`config.mk`:
```
export PLATFORM = sky130hd
export DESIGN_NAME = branch_sequencer_flat
export DESIGN_NICKNAME = d
export VERILOG_FILES = /design/src/rtl/branch_sequencer_if.sv /design/src/rtl/branch_sequencer.sv /design/src/flat_wrapper.sv
export SDC_FILE = /design/constraint.sdc
export NUM_CORES = 1
export LEC_CHECK = 0
export ABC_AREA = 1
export BUFFER_PORTS_ARGS = -buffer_cell sky130_fd_sc_hd__buf_4
export CAP_MARGIN = 20
export CORE_MARGIN = 1.5
export CORE_UTILIZATION = 30
export CTS_BUF_LIST = sky130_fd_sc_hd__clkbuf_16
export DETAILED_ROUTE_END_ITERATION = 8
export GPL_TIMING_DRIVEN = 1
export PLACE_DENSITY = 0.58
export SLEW_MARGIN = 20
export SYNTH_ARGS = -nofsm -noshare
export SYNTH_HDL_FRONTEND = slang
export SYNTH_SLANG_ARGS = --single-unit
```
`constraint.sdc`:
```
create_clock -name clk -period 1.3 [get_ports clk]
set_input_delay 0.065 -clock clk [delete_from_list [all_inputs] [get_ports clk]]
set_output_delay 0.065 -clock clk [all_outputs]
set_load 0.005 [all_outputs]
```
`src/rtl/branch_sequencer_if.sv`:
```
// Branch sequencer bus: branch resolution in, fetch PC and flush control out.
// Optional build macro: BRANCH_STATS_EN adds the taken/not-taken statistics counters.
interface branch_sequencer_if;
    localparam int unsigned PC_W   = 16;
    localparam int unsigned STAT_W = 16;

    logic              br_valid;
    logic              jump;
    logic [PC_W-1:0]   target;
    logic              stall;
    logic              br_ready;
    logic [PC_W-1:0]   pc;
    logic              flush;
    logic              redirect;
`ifdef BRANCH_STATS_EN
    logic [STAT_W-1:0] taken_cnt;
    logic [STAT_W-1:0] nottaken_cnt;
`endif

    // Upstream side: presents branch resolutions and stall, observes the fetch PC.
    modport master (
        output br_valid, jump, target, stall,
        input  br_ready, pc, flush, redirect
`ifdef BRANCH_STATS_EN
        , input taken_cnt, nottaken_cnt
`endif
    );

    // Sequencer side.
    modport slave (
        input  br_valid, jump, target, stall,
        output br_ready, pc, flush, redirect
`ifdef BRANCH_STATS_EN
        , output taken_cnt, nottaken_cnt
`endif
    );
endinterface

```
`src/rtl/branch_sequencer.sv`:
```
// Branch sequencer: advances the fetch PC, redirects on taken branches and
// holds flush for FLUSH_CYCLES cycles behind each redirect.
// Optional build macro: BRANCH_STATS_EN adds saturating taken/not-taken counters.
module branch_sequencer #(
    parameter logic [15:0] RESET_PC     = 16'h0000,
    parameter int unsigned FLUSH_CYCLES = 2
) (
    input  logic               clk,
    input  logic               reset,
    branch_sequencer_if.slave  bus
);
    localparam int unsigned PC_W   = 16;
    localparam int unsigned CNT_W  = 3;
    localparam int unsigned STAT_W = 16;

    typedef enum logic [1:0] {
        ST_RUN   = 2'd0,
        ST_FLUSH = 2'd1,
        ST_HOLD  = 2'd2
    } state_e;

    state_e             state_q, state_d;
    logic [PC_W-1:0]    pc_q, pc_d;
    logic [CNT_W-1:0]   cnt_q, cnt_d;
    logic               flush_q, flush_d;
    logic               redirect_q, redirect_d;
    logic               br_ready_q, br_ready_d;

    logic               accept_c;
    logic               take_c;

    // A branch is only seen while running; anything presented otherwise is dropped.
    assign accept_c = bus.br_valid & br_ready_q;
    assign take_c   = accept_c & bus.jump;

    // Next-state and next-output logic.
    always_comb begin
        state_d    = state_q;
        pc_d       = pc_q;
        cnt_d      = cnt_q;
        redirect_d = 1'b0;

        unique case (state_q)
            ST_RUN: begin
                if (take_c) begin
                    // A taken branch wins over stall: the target must still be fetched.
                    pc_d       = bus.target;
                    cnt_d      = CNT_W'(FLUSH_CYCLES);
                    redirect_d = 1'b1;
                    state_d    = ST_FLUSH;
                end else if (bus.stall) begin
                    state_d = ST_HOLD;
                end else begin
                    pc_d = pc_q + PC_W'(1);
                end
            end

            ST_FLUSH: begin
                // PC sits on the target; the last flush cycle is the one that reads 1.
                if (cnt_q <= CNT_W'(1)) begin
                    cnt_d   = '0;
                    state_d = bus.stall ? ST_HOLD : ST_RUN;
                end else begin
                    cnt_d = cnt_q - CNT_W'(1);
                end
            end

            ST_HOLD: begin
                // Leaving HOLD advances the PC on the same edge.
                if (!bus.stall) begin
                    pc_d    = pc_q + PC_W'(1);
                    state_d = ST_RUN;
                end
            end

            default: begin
                state_d = ST_RUN;
                cnt_d   = '0;
            end
        endcase

        flush_d    = (state_d == ST_FLUSH);
        br_ready_d = (state_d == ST_RUN);
    end

    // State, PC and registered control outputs.
    always_ff @(posedge clk or posedge reset) begin
        if (reset) begin
            state_q    <= ST_RUN;
            pc_q       <= RESET_PC;
            cnt_q      <= '0;
            flush_q    <= 1'b0;
            redirect_q <= 1'b0;
            br_ready_q <= 1'b1;
        end else begin
            state_q    <= state_d;
            pc_q       <= pc_d;
            cnt_q      <= cnt_d;
            flush_q    <= flush_d;
            redirect_q <= redirect_d;
            br_ready_q <= br_ready_d;
        end
    end

    assign bus.pc       = pc_q;
    assign bus.flush    = flush_q;
    assign bus.redirect = redirect_q;
    assign bus.br_ready = br_ready_q;

`ifdef BRANCH_STATS_EN
    logic [STAT_W-1:0] taken_q, taken_d;
    logic [STAT_W-1:0] nottaken_q, nottaken_d;

    // Saturating counts of accepted branches split by outcome.
    always_comb begin
        taken_d    = taken_q;
        nottaken_d = nottaken_q;
        if (accept_c) begin
            if (bus.jump) begin
                if (taken_q != '1) begin
                    taken_d = taken_q + STAT_W'(1);
                end
            end else begin
                if (nottaken_q != '1) begin
                    nottaken_d = nottaken_q + STAT_W'(1);
                end
            end
        end
    end

    // Statistics registers.
    always_ff @(posedge clk or posedge reset) begin
        if (reset) begin
            taken_q    <= '0;
            nottaken_q <= '0;
        end else begin
            taken_q    <= taken_d;
            nottaken_q <= nottaken_d;
        end
    end

    assign bus.taken_cnt    = taken_q;
    assign bus.nottaken_cnt = nottaken_q;
`endif

endmodule

```
`src/flat_wrapper.sv`:
```
// flat-port wrapper written by rule: the top's interface ports become plain ports
module branch_sequencer_flat 
#(
    parameter logic [15:0] RESET_PC     = 16'h0000,
    parameter int unsigned FLUSH_CYCLES = 2
)
  (clk, reset, bus_br_valid, bus_jump, bus_target, bus_stall, bus_br_ready, bus_pc, bus_flush, bus_redirect);
  branch_sequencer_if bus_i ();
  input  logic clk;
  input  logic reset;
  input wire logic [$bits(bus_i.br_valid)-1:0] bus_br_valid;
  input wire logic [$bits(bus_i.jump)-1:0] bus_jump;
  input wire logic [$bits(bus_i.target)-1:0] bus_target;
  input wire logic [$bits(bus_i.stall)-1:0] bus_stall;
  output wire logic [$bits(bus_i.br_ready)-1:0] bus_br_ready;
  output wire logic [$bits(bus_i.pc)-1:0] bus_pc;
  output wire logic [$bits(bus_i.flush)-1:0] bus_flush;
  output wire logic [$bits(bus_i.redirect)-1:0] bus_redirect;
  assign bus_i.br_valid = bus_br_valid;
  assign bus_i.jump = bus_jump;
  assign bus_i.target = bus_target;
  assign bus_i.stall = bus_stall;
  assign bus_br_ready = bus_i.br_ready;
  assign bus_pc = bus_i.pc;
  assign bus_flush = bus_i.flush;
  assign bus_redirect = bus_i.redirect;
  branch_sequencer #(.RESET_PC(RESET_PC), .FLUSH_CYCLES(FLUSH_CYCLES)) u_core (.clk(clk), .reset(reset), .bus(bus_i));
endmodule
```
==> results.md <==
* Setup-failing EPs final at 10
* Slew Limit Fails at 0
* Worst Path Required at 1.47 ns
* ANT nets after route at 0
* Die X at 75.3 um
* Switching portion of total power at 39.2%
* Starting Density at 30.9%
* Hpwl dp at 3310 um
* Placed cell areas at 2180 um^2
* Largest net degree at the start of global routing at 25
* Remaining Overflow, GRT at 0
* Synth Flop Type: dfrtp_1
* Largest cells by area after synthesis: dfrtp_1 (37%), nand2_1 (22%), nand3_1 (6.7%)
* Seq pwr share at 29.7%
* CP Capture Type: register
* Clock Tree Buf Depth at 2
* 1st-iter DRT viols at 77
* Top-Level Pins at 40
* Post-synthesis cell area at 1570 um^2
* Clk sinks at 24
* Post-synth top area share at 36.7%
* Remaining DRCs at 0
* Clock share of power at 17.7%
* DIE AREA at 5660 um^2
* Initial antenna violation count at 0
* CTS root buffer: clkbuf_16
* CP startpoint kind: register
* Routed WL at 4500 um
* Gpl congestion at 0.848
* Critical path, cell by cell: nor2_2 -> nor2_4 -> nor2_2 -> clkinvlp_4 -> o21ai_0
* Layout Skew at 0.00240 ns
* Slowest-stage cell, CP: dfrtp_1
* Syn Inst Count at 229
* CP Class: register to register
* Hold Crit Class: input port to register
* Max frequency at 732 MHz
* Pwr Density at 2090 nW/um^2
* Final Hold Vio Count at 0
* Final nets at 327
* Final period util at 105%
* RSZ-0062 raised after global routing: yes
* Fillers at 538
* Final Cell Area at 2420 um^2
* Gate power share at 52.6%
* Worst Path Buf+Inv at 1
* Via-to-Cell Ratio at 4.51
* Cell mode on critical path: nor2_2
* Tot GR Track Use at 17.2%
* Vias at 1677
* MaxCap Viol Count at 0
* Place WS at -0.0695 ns
* NetSw at 1990 uW
* N_diodes at 0
* Maximum vdd ir drop at 0.804 mV
* Library cells used by synthesis at 30
* Avg WL per Cell at 12.1 um
* Die Y at 75.3 um
* Vias in the first global route at 1601
* CTS H-tree lvls at 1
* Worst EP arrival at 1.54 ns
* Worst reg2reg setup slack at -0.07 ns
* Clk_lat worst skew at 0.26 ns
* Sequential-to-total area share from yosys stat at 38.4%
* CTS tree: built
* Post-synth EDFFs at 0
* Area Growth Syn to Fin at 54.8%
* Worst setup margin at -0.0652 ns
* Synth warn at 0
* Ys async rst share at 100%
* Core Rows at 26
* Slew @ Worst Pin at 0.343 ns
* Fin crit period at 1.37 ns
* CTS buffer count at 3
* Violated checks: setup timing
* Fin cells at 372
* Post-Syn Area per Cell at 6.84 um^2
* CP max stage delay at 0.42 ns
* Status: complete, but fails checks
* Clock-pin slew of the registers on the worst-case setup and hold paths at 0.07 ns
* Leading area contributor after synthesis: dfrtp_1
* Pleak at 0.00123 uW
* Cells after DPL at 363
* Core Area at 5070 um^2
* Pint at 3090 uW
* Crit path max-delay family: simple AND/OR/NAND/NOR gates
* Fraction of layout cells with a size suffix above 1 at 36.4%
* Flops & latches, synth at 24
* Crit path max fanout at 4
* DR pass1 iterations at 4
* First-pass GRT wire length at 7370 um
* Synth Net Count at 253
* PortBufs at 39
* Worst rel slew slack at 77.1%
==> cell usage after synthesis (2+ instances only) <==
cell type / count
nand2_1: 90
nor2_2: 4
a21oi_1: 3
nand4_2: 2
a31oi_1: 2
nand3b_1: 3
nor2_1: 18
clkbuf_1: 2
o21ai_0: 9
inv_2: 3
o21bai_1: 3
o21ai_1: 4
o22ai_1: 2
inv_1: 21
buf_2: 2
dfrtp_1: 23
nor2_4: 2
nand4_1: 2
ha_1: 3
nand3_1: 21
==> final cells by class <==
class / instances / area [um^2] / share of cell area [%]
sequential: 24 / 606 / 25.0
timing repair inverter: 1 / 7.51 / 0.310
multi-input combinational: 175 / 946 / 39.0
clock buffer: 3 / 75.1 / 3.10
tap: 70 / 87.6 / 3.61
clock inverter: 1 / 30.0 / 1.24
timing repair buffer: 73 / 577 / 23.8
inverter: 25 / 96.3 / 3.97
==> kinds of logic (layout without fill, tap and decap cells) <==
logic type	count (synthesis)	in the layout	synth area share, %
buffers and inverters	30	103	7.83
AND/OR/NAND/NOR	145	145	40.6
AO/OA/AOI/OAI	26	26	10.2
adder cells (fa/ha/maj)	3	3	2.40
XOR/XNOR	1	1	0.559
flip-flops	24	24	38.4
==> stage by stage <==
step	hold slack [ns]	setup TNS (ns)	power (uW)	utilization, %
final	0.0156	-0.242	5080	47.8
after global routing	0.0424	-1.65	5530	47.8
after CTS	0.0117	-0.272	4910	46.0
after detailed placement	0.150	-0.482	3910	43.0
after global placement	0.155	-0.458	3880	43.0
after floorplan	0.0789	0	2690	-
==> sequential cells by signal (all words and copies together), names as in the netlist <==
signal               flops
u_core.cnt_q             3
u_core.bus.br_ready      1
u_core.bus.flush         1
u_core.bus.redirect      1
u_core.state_q           2
u_core.bus.pc           16
==> layer usage <==
metal | GRT usage, % | part of all wire, % | vias up
met4 | 4.96 | 0.64 | 0
met5 | 0 | 0 | -
met3 | 2.41 | 5.0 | 4
met2 | 30.0 | 50 | 39
li1 | - | - | 881
met1 | 22.2 | 45 | 753
==> cells in the final DEF (no fill, tap or decap), types with 2 or more instances in the layout <==
master	synthesis	final
buf_4	0	65
nand2_1	90	86
nor2_1	18	13
inv_1	21	21
o22ai_1	2	2
dfrtp_1	23	20
nand3_1	21	16
nand3_4	0	2
o21bai_1	3	3
a31oi_1	2	2
nand4_4	0	2
dfrtp_2	0	3
a21oi_1	3	3
clkbuf_16	0	3
nand2_2	1	5
inv_2	3	2
buf_6	1	7
o21ai_1	4	7
nor2_2	4	8
ha_1	3	2
nand3_2	0	3
o21ai_0	9	6
nor2_4	2	3
nand4_1	2	2
nand3b_1	3	3
==> path summary, 6_finish.rpt <==
| kind | cells after the start | start | to |
|---|---|---|---|
| worst min register to register | 2 | u_core.bus.pc[15]$_DFFE_PP0P_ | u_core.bus.pc[15]$_DFFE_PP0P_ |
| worst max register to register | 5 | u_core.state_q[0]$_DFF_PP0_ | u_core.cnt_q[2]$_DFFE_PP0P_ |
| worst max-delay path | 5 | u_core.state_q[0]$_DFF_PP0_ | u_core.cnt_q[2]$_DFFE_PP0P_ |
| worst min-delay path | 3 | bus_target[2] | u_core.bus.pc[2]$_DFFE_PP0P_ |
| max in group asynchronous | 4 | reset | u_core.bus.br_ready$_DFF_PP1_ |
| min in group asynchronous | 4 | reset | u_core.bus.pc[10]$_DFFE_PP0P_ |
==> power groups by stage <==
| stage | Clock [uW] | Sequential, uW | Combinational, uW |
|---|---|---|---|
| global placement | 0 | 1480 | 2390 |
| detailed placement | 0 | 1490 | 2420 |
| global route | 949 | 1570 | 3010 |
| CTS | 923 | 1490 | 2490 |
| floorplan | 0 | 1480 | 1220 |
| finish | 901 | 1510 | 2670 |
==> worst min-delay path, delay by kind of cell <==
family	cells	cell delay (ns)
and+or+nand+nor	1	0.05
buffers and inverters	1	0.08
AOI/OAI and AO/OA	1	0.05
==> timing repair <==
item / in CTS / in global routing
gates resized for setup: 8 / 23
gates cloned: 1 / 0
buffers inserted: 1 / 2
pin swaps: 4 / 13
hold endpoints to repair: 23 / 0
hold buffers: 1 / 0
endpoints found under the setup margin: 12 / 23
No activity file was read; power rests on OpenSTA's default activity.
